--- src/rtl/ex_wb_stage_pkg.sv ---
// Shared types and constants for the EX->WB stage: ALU opcodes, flag layout,
// condition codes and the buffered writeback entry.
package ex_wb_stage_pkg;

  localparam int WB_N  = 8;
  localparam int WB_RW = 4;

  localparam logic [3:0] ALU_ADD = 4'b0000;
  localparam logic [3:0] ALU_SUB = 4'b0001;
  localparam logic [3:0] ALU_AND = 4'b0010;
  localparam logic [3:0] ALU_OR  = 4'b0011;
  localparam logic [3:0] ALU_MOD = 4'b0100;
  localparam logic [3:0] ALU_XOR = 4'b0101;
  localparam logic [3:0] ALU_NOT = 4'b0110;
  localparam logic [3:0] ALU_SHL = 4'b0111;
  localparam logic [3:0] ALU_DIV = 4'b1000;
  localparam logic [3:0] ALU_SHR = 4'b1001;

  localparam int FLAG_N = 3;
  localparam int FLAG_Z = 2;
  localparam int FLAG_C = 1;
  localparam int FLAG_V = 0;

  typedef enum logic [2:0] {
    COND_AL = 3'b000,
    COND_EQ = 3'b001,
    COND_NE = 3'b010,
    COND_LT = 3'b011,
    COND_GE = 3'b100,
    COND_CS = 3'b101,
    COND_VS = 3'b110,
    COND_NV = 3'b111
  } cond_e;

  typedef enum logic [1:0] {
    ST_EMPTY = 2'd0,
    ST_ONE   = 2'd1,
    ST_TWO   = 2'd2
  } buf_state_e;

  typedef struct packed {
    logic [WB_N-1:0]  result;
    logic [WB_RW-1:0] rd;
    logic             we;
    logic             exc;
  } wb_entry_t;

  function automatic logic is_divmod(input logic [3:0] ctrl);
    return (ctrl == ALU_MOD) || (ctrl == ALU_DIV);
  endfunction

endpackage

--- src/rtl/ex_wb_stage_cond_eval.sv ---
// Condition-code evaluation against the architectural NZCV register.
import ex_wb_stage_pkg::*;

module ex_wb_stage_cond_eval (
  input  logic [2:0] cond_i,
  input  logic [3:0] flags_i,
  output logic       cond_true_o
);

  always_comb begin
    cond_true_o = 1'b0;
    case (cond_e'(cond_i))
      COND_AL: cond_true_o = 1'b1;
      COND_EQ: cond_true_o = flags_i[FLAG_Z];
      COND_NE: cond_true_o = ~flags_i[FLAG_Z];
      COND_LT: cond_true_o = flags_i[FLAG_N];
      COND_GE: cond_true_o = ~flags_i[FLAG_N];
      COND_CS: cond_true_o = flags_i[FLAG_C];
      COND_VS: cond_true_o = flags_i[FLAG_V];
      COND_NV: cond_true_o = 1'b0;
      default: cond_true_o = 1'b0;
    endcase
  end

endmodule

--- src/rtl/ex_wb_stage.sv ---
// Post-ALU stage: 2-entry skid buffer toward writeback, NZCV flag register,
// condition gating of register writes and divide/modulus-by-zero tagging.
import ex_wb_stage_pkg::*;

module ex_wb_stage #(
  parameter int N  = WB_N,
  parameter int RW = WB_RW
) (
  input  logic          clk,
  input  logic          rst_n,
  input  logic          in_valid,
  output logic          in_ready,
  input  logic [N-1:0]  in_result,
  input  logic [3:0]    in_flags,
  input  logic [3:0]    in_ctrl,
  input  logic          in_b_zero,
  input  logic [RW-1:0] in_rd,
  input  logic          in_we,
  input  logic          in_setf,
  input  logic [2:0]    in_cond,
  input  logic          flush,
  output logic          out_valid,
  input  logic          out_ready,
  output logic [N-1:0]  out_result,
  output logic [RW-1:0] out_rd,
  output logic          out_we,
  output logic          out_exc,
  output logic [3:0]    flags_q
);

  buf_state_e state_q, state_d;
  wb_entry_t  head_q, head_d, tail_q, tail_d;
  wb_entry_t  new_entry;
  logic [3:0] flags_d;
  logic       in_ready_q;
  logic       cond_true, exc, accept, pop;

  ex_wb_stage_cond_eval u_cond (
    .cond_i      (in_cond),
    .flags_i     (flags_q),
    .cond_true_o (cond_true)
  );

  // Condition and exception are resolved against flags before this edge,
  // so the next instruction sees this one's flags with no bubble.
  assign exc    = is_divmod(in_ctrl) & in_b_zero & cond_true;
  assign accept = in_valid & in_ready_q & ~flush;
  assign pop    = out_valid & out_ready;

  always_comb begin
    new_entry        = '0;
    new_entry.result = in_result;
    new_entry.rd     = in_rd;
    new_entry.we     = in_we & cond_true & ~exc;
    new_entry.exc    = exc;
  end

  always_comb begin
    state_d = state_q;
    head_d  = head_q;
    tail_d  = tail_q;
    flags_d = flags_q;
    case (state_q)
      ST_EMPTY: begin
        if (accept) begin
          head_d  = new_entry;
          state_d = ST_ONE;
        end
      end
      ST_ONE: begin
        if (accept && !pop) begin
          tail_d  = new_entry;
          state_d = ST_TWO;
        end else if (pop && !accept) begin
          state_d = ST_EMPTY;
        end else if (accept && pop) begin
          head_d  = new_entry;
        end
      end
      ST_TWO: begin
        if (pop) begin
          head_d  = tail_q;
          state_d = ST_ONE;
        end
      end
      default: state_d = ST_EMPTY;
    endcase
    if (accept && in_setf && cond_true && !exc) flags_d = in_flags;
    if (flush) state_d = ST_EMPTY;
  end

  always_ff @(posedge clk) begin
    if (!rst_n) begin
      state_q    <= ST_EMPTY;
      head_q     <= '0;
      tail_q     <= '0;
      flags_q    <= 4'b0000;
      in_ready_q <= 1'b0;
    end else begin
      state_q    <= state_d;
      head_q     <= head_d;
      tail_q     <= tail_d;
      flags_q    <= flags_d;
      in_ready_q <= (state_d != ST_TWO);
    end
  end

  assign in_ready   = in_ready_q;
  assign out_valid  = (state_q != ST_EMPTY);
  assign out_result = head_q.result;
  assign out_rd     = head_q.rd;
  assign out_we     = head_q.we;
  assign out_exc    = head_q.exc;

endmodule

--- config.mk ---
export PLATFORM = sky130hd
export DESIGN_NAME = ex_wb_stage
export DESIGN_NICKNAME = d
export VERILOG_FILES = /design/src/rtl/ex_wb_stage_pkg.sv /design/src/rtl/ex_wb_stage_cond_eval.sv /design/src/rtl/ex_wb_stage.sv
export SDC_FILE = /design/constraint.sdc
export NUM_CORES = 1
export LEC_CHECK = 0
export CORE_AREA = 8 8 93 86
export CTS_BUF_LIST = sky130_fd_sc_hd__clkbuf_4 sky130_fd_sc_hd__clkbuf_8
export DETAILED_ROUTE_END_ITERATION = 12
export DIE_AREA = 0 0 101 94
export HOLD_SLACK_MARGIN = 0.1
export PLACE_DENSITY = 0.53
export SETUP_SLACK_MARGIN = 0.5
export SKIP_CTS_REPAIR_TIMING = 1
export SYNTH_ARGS = -nofsm -noshare
export SYNTH_HDL_FRONTEND = slang
export SYNTH_SLANG_ARGS = --single-unit
--- constraint.sdc ---
create_clock -name clk -period 1.96 [get_ports clk]
set_input_delay 0.392 -clock clk [delete_from_list [all_inputs] [get_ports clk]]
set_output_delay 0.392 -clock clk [all_outputs]
set_load 0.01 [all_outputs]
# Word level (Yosys, flattened, before mapping)
# Index checks and enable logic that the tools add are counted.
[word_totals]
register_bits = 35
latch_bits = 0
mem_bits_rw = 0
romBits = 0
input_bits = 31
output_inout_bits = 20
wordCells = 68
memories = 0
[classes]
addsub = 0
multipliers = 0
div = 0
order_cmp = 0
eq_ne = 17
n_shift = 0
mux = 13
bitwise = 11
reduce_logical = 16
[ops]
columns = ["op", "count"]
rows = [
  ["two-way mux 14 bit", 5],
  ["one-hot mux 14 bit (3 select lines)", 1],
  ["equality test 3 bit, second input constant", 4],
  ["inequality test 2 bit, second input constant", 6],
  ["two-way mux 2 bit", 5],
  ["one-hot mux 1 bit (8 select lines)", 1],
  ["AND 1 bit", 7],
  ["equality test 3 x 2 -> 1 bit, second input constant", 2],
  ["logical AND 1 bit", 6],
  ["one-hot mux 2 bit (3 select lines)", 1],
  ["AND reduction 6 bit", 1],
  ["equality test 4 x 3 -> 1 bit, second input constant", 1],
  ["equality test 4 bit, second input constant", 1],
  ["inverter 1 bit", 4],
  ["equality test 3 x 1 -> 1 bit, second input constant", 1],
  ["logical NOT 1 bit", 3],
  ["logical NOT 3 bit", 1],
  ["nonzero test 3 bit", 1],
  ["equality test 2 x 1 -> 1 bit, second input constant", 1],
  ["equality test 2 bit, second input constant", 1],
  ["logical NOT 2 bit", 1],
  ["AND reduction 2 bit", 1],
  ["nonzero test 2 bit", 1],
  ["logical OR 1 bit", 1],
]

# Longest topological paths before layout
[logic_depth]
ltp_word = 10
mapped_depth = 8

# By module
# A second synthesis with hierarchy kept.
[hier_totals]
hier_cells = 163
hier_area_um2 = 1660.3
[by_module_without_submodules]
columns = ["module", "n_inst", "cells_each", "area_per_inst_um2"]
rows = [
  ["ex_wb_stage", 1, 156, 1609.0],
  ["ex_wb_stage_cond_eval", 1, 7, 51.3],
]

# Worst setup path after synthesis
# Ideal clock, no wire load.
[synth_timing]
kind = "reg-to-reg"
startpoint = "register in_ready_q, in the netlist in_ready"
endpoint = "register head_q, in the netlist out_rd[0]"
arrival_time_ps = 1532
required_ps = 1872
setup_slack_ps = 340
path_stages_with_launch = 9
n_path_buf = 3
synth_period_minus_slack_ps = 1620
cell_sequence = "dfxtp_1 -> nor4bb_1 -> buf_2 -> a21o_1 -> a22o_1 -> buf_6 -> buf_6 -> nor2_1 -> a311oi_2"
[synth_between]
elab_chain_cells = 6
elab_cells_between_ends = 11
classes_between = "eq/ne: 4; bitwise: 2; reduce/logical: 5"
[synth_rtl]
columns = ["element", "line", "rtl"]
rows = [
  ["from (decl)", "ex_wb_stage.sv:35", "logic in_ready_q;"],
  ["from (signal assigned)", "ex_wb_stage.sv:104", "in_ready_q <= (state_d != ST_TWO);"],
  ["AND 1 bit * (2 in a row)", "ex_wb_stage.sv:47", "assign accept = in_valid & in_ready_q & ~flush;"],
  ["logical NOT 1 bit", "ex_wb_stage.sv:74", "end else if (pop && !accept) begin"],
  ["logical AND 1 bit", "ex_wb_stage.sv:74", ""],
  ["inequality test 2 bit (no line)", "n/a", ""],
  ["AND reduction 6 bit (no line) *", "n/a", ""],
  ["to (signal assigned)", "ex_wb_stage.sv:95", "head_q <= '0;"],
  ["to (signal assigned)", "ex_wb_stage.sv:101", "head_q <= head_d;"],
  ["to (decl)", "ex_wb_stage.sv:32", "wb_entry_t head_q, head_d, tail_q, tail_d;"],
]
# Every way passes the cells marked *; elsewhere a longest branch is shown, timed or not.
# A chain may end at the register's enable or synchronous reset.

# Worst setup path after layout
[layout_timing]
startpoint = "register state_q[1]"
endpoint = "register head_q, in the netlist out_rd[0]"
[layout_between]
elab_chain_cells = 6
elab_cells_between_ends = 17
classes_between = "eq/ne: 7; mux: 1; bitwise: 1; reduce/logical: 8"
[layout_rtl]
columns = ["element", "line", "rtl"]
rows = [
  ["from (decl)", "ex_wb_stage.sv:31", "buf_state_e state_q, state_d;"],
  ["from (signal assigned)", "ex_wb_stage.sv:100", "state_q <= state_d;"],
  ["nonzero test 2 bit", "ex_wb_stage.sv:109", "assign out_valid = (state_q != ST_EMPTY);"],
  ["AND 1 bit", "ex_wb_stage.sv:48", "assign pop = out_valid & out_ready;"],
  ["logical NOT 1 bit", "ex_wb_stage.sv:71", "if (accept && !pop) begin"],
  ["logical AND 1 bit", "ex_wb_stage.sv:71", ""],
  ["inequality test 2 bit (no line)", "n/a", ""],
  ["AND reduction 6 bit (no line)", "n/a", ""],
]
# Several ways; a longest one is shown, not always the timed one.

==> metrics.md <==
| Metric | Value |
|---|---|
| RSZ-0062 raised after global routing | true |
| GP Congestion | around 0.74 |
| Drt first-iter violations | between 50 and 60 |
| Post-route setup slack | between 0.3 and 0.4 ns |
| Power Density | ~670 nW/um^2 |
| Nets | a little under 300 |
| Final wirelength | approximately 5000 um |
| Dominant synthesized flop cell | dfxtp_1 |
| Number of synthesized register bits | 35 |
| Core Region | 6446 um^2 |
| Net Count, Synth | roughly 220 |
| Vias in the first global route | 1,451 |
| Most common cell in the synthesized netlist | nand2_1 |
| Worst vdd ir | around 0.00034 V |
| Status | complete, no violations |
| Setup crit start | state_q[1] |
| Area leader, netlist | dfxtp_1 |
| Slew Limit Fails | 0 |
| FF-to-FF Start | state_q[1] |
| Seq/Total Area, Yosys | 45.02% |
| Initial Utilization | between 20% and 30% |
| # setup viols final | 0 |
| # clock sinks | 35 |
| Critical path arrival | roughly 1.8 ns |
| Antenna diodes | 0 |
| FF+latch area | 710.7 um^2 |
| Tmin final | roughly 1.6 ns |
| Mapped Avg Cell Area | between 8 and 9 um^2 |
| Maxcap violations | 0 |
| Clk pin slew, worst setup/hold paths | around 0.08 ns |
| Initial antenna violation count | 0 |
| Top cells by area, synth | dfxtp_1 45%, nand2_1 12%, a311oi_1 4.5%, nor2_1 4.3%, nand3_1 4.2% |
| IO buf count | 50 |
| WHS | between 0.4 and 0.5 ns |
| Area of the multi-input gates | 980.9 um^2 |
| Routed len/inst | 14.21 um |
| Die W | roughly 100 um |
| Die H | about 94 um |
| Relative slew slack | 66.46% |
| Critical Path Source Type | flop |
| GRT Total Usage | under 10% |
| Layout cells sized above 1 | 31.54% |
| Pre-antenna DRT Iters | 5 |
| Post-route ant nets | 0 |
| Number of synthesized flops with an enable pin | 0 |
| Post-Synthesis Cells | 191 |
| Pre-CTS WS | -0.2596 ns |
| Hold Vio Cnt, Final | 0 |
| Num rows | 28 |
| Filler cells | between 600 and 700 |
| Synth unique cells | 33 |
| CP Class | flop to flop |
| Leakage power | 1.334 nW |
| Synth top area share | between 40 and 50% |
| Via count | around 1.6k |
| H-tree levels | 2 |
| Crit path capture type | flop |
| Synth-to-Final Area Change | 77.09% |
| Worst EP required | 2.17 ns |
| Clk buf depth | 2 |
| Maximum clock rate | around 620 MHz |
| Congestion Overflow GR | 0 |
| Via density | 4.437 |
| Worst Hold Launch | tail_q[1] |
| Worst-margin pin slew | 0.5019 ns |
| Yosys Warn Count | 0 |
| Skew final | 0.007084 ns |
| DRC Markers | 0 |
| Post-synth top cells | 50 x nand2_1, 35 x dfxtp_1, 18 x nor2_1 |
| HPWL after DPL | between 3000 and 4000 um |
| Final Cycle Share | between 80% and 90% |
| Largest net degree at the start of global routing | 17 |
| CP max FO | 8 |
| Area of the mapped netlist | approximately 1600 um^2 |
| Clock tree from TritonCTS | done |
| Total power draw | about 1.8 mW |
| Root buffer cell | clkbuf_8 |
| Clk_lat worst skew | a little under 0.3 ns |
| Ys async rst share | 0% |
| First-pass GRT wire length | around 7300 um |
| IO Count | 51 |
| Worst Hold Class | flop to flop |
| DIE AREA | 9494 um^2 |
| CTS Buf Count | 5 |
[metal layers]
metal	vias up	GRT usage [%]	routed length (um)
met5	-	0	0
met4	0	3.717	51
met3	5	3.704	256
met2	42	15.55	2408
met1	703	12.24	2258
li1	803	-	-
[area by class of cell]
cell class	count	share of cell area, %
clock inverters	3	2.451
multi-input cells	140	35.59
repair buffers	75	29.32
flip-flops and latches	35	25.78
well taps	90	4.085
inverters	2	0.2724
clock buffers	5	2.497
[placed cells by master, fill, tap and decap left out, types with 2 or more instances in the layout]
cell type and count:
nand2_1 50, dfxtp_1 29, dlymetal6s2s_1 24, clkdlybuf4s50_1 24, buf_4 16, nor2_1 8
nand3_1 8, a21oi_1 8, nor2_2 7, a311oi_2 7, a311oi_1 5, mux2i_1 5
clkbuf_8 5, dfxtp_2 5, a21oi_2 4, nand3_2 4, buf_6 4, nor2_4 3
o21ai_2 3, buf_8 3, inv_1 2, a31oi_1 2, and4b_1 2, or3b_4 2
a21boi_1 2, bufinv_16 2
[sequential cells by signal, indices dropped and copies added (netlist names)]
register / cells
tail_q: 14
out_result: 8
flags_q: 4
out_rd: 4
state_q: 2
in_ready: 1
out_exc: 1
out_we: 1
[critical path: stages, from the launching register on]
cell and delay, ns:
dfxtp_4 0.35, nor4bb_4 0.35, buf_4 0.20, a22o_4 0.19, buf_8 0.15, buf_6 0.11, nor2_2 0.03, a311oi_2 0.16
[stage by stage]
stage	area [um^2]	util, %	TNS [ns]	cells
CTS	2354	36.51	0	337
global route	2756	42.76	0	350
detailed placement	2217	34.39	-3.681	329
global placement	2217	34.39	-2.447	329
finish	2756	42.76	0	350
floorplan	1585	-	0	191
[kinds of logic after synthesis]
| group | after synthesis | synth area share (%) |
|---|---|---|
| DFF | 35 | 45.02 |
| buffers and inverters | 16 | 4.984 |
| xor gates and xnor gates | 1 | 0.5628 |
| muxes | 5 | 3.216 |
| AOI/OAI and AO/OA | 37 | 18.01 |
| and+or+nand+nor | 97 | 28.22 |
[power by group]
part	switching [mW]	internal, mW	leakage (nW)
clock	0.282	0.507	0.0644
combinational	0.126	0.167	0.983
sequential	0.0170	0.734	0.287
[final timing paths]
kind,end,slack (ns),cells after the start
max reg2reg,out_rd[0],0.35,7
min reg2reg,tail_q[1],0.45,2
max,out_rd[0],0.35,7
min,tail_q[1],0.45,2
Power figures use the tool's default switching activity.
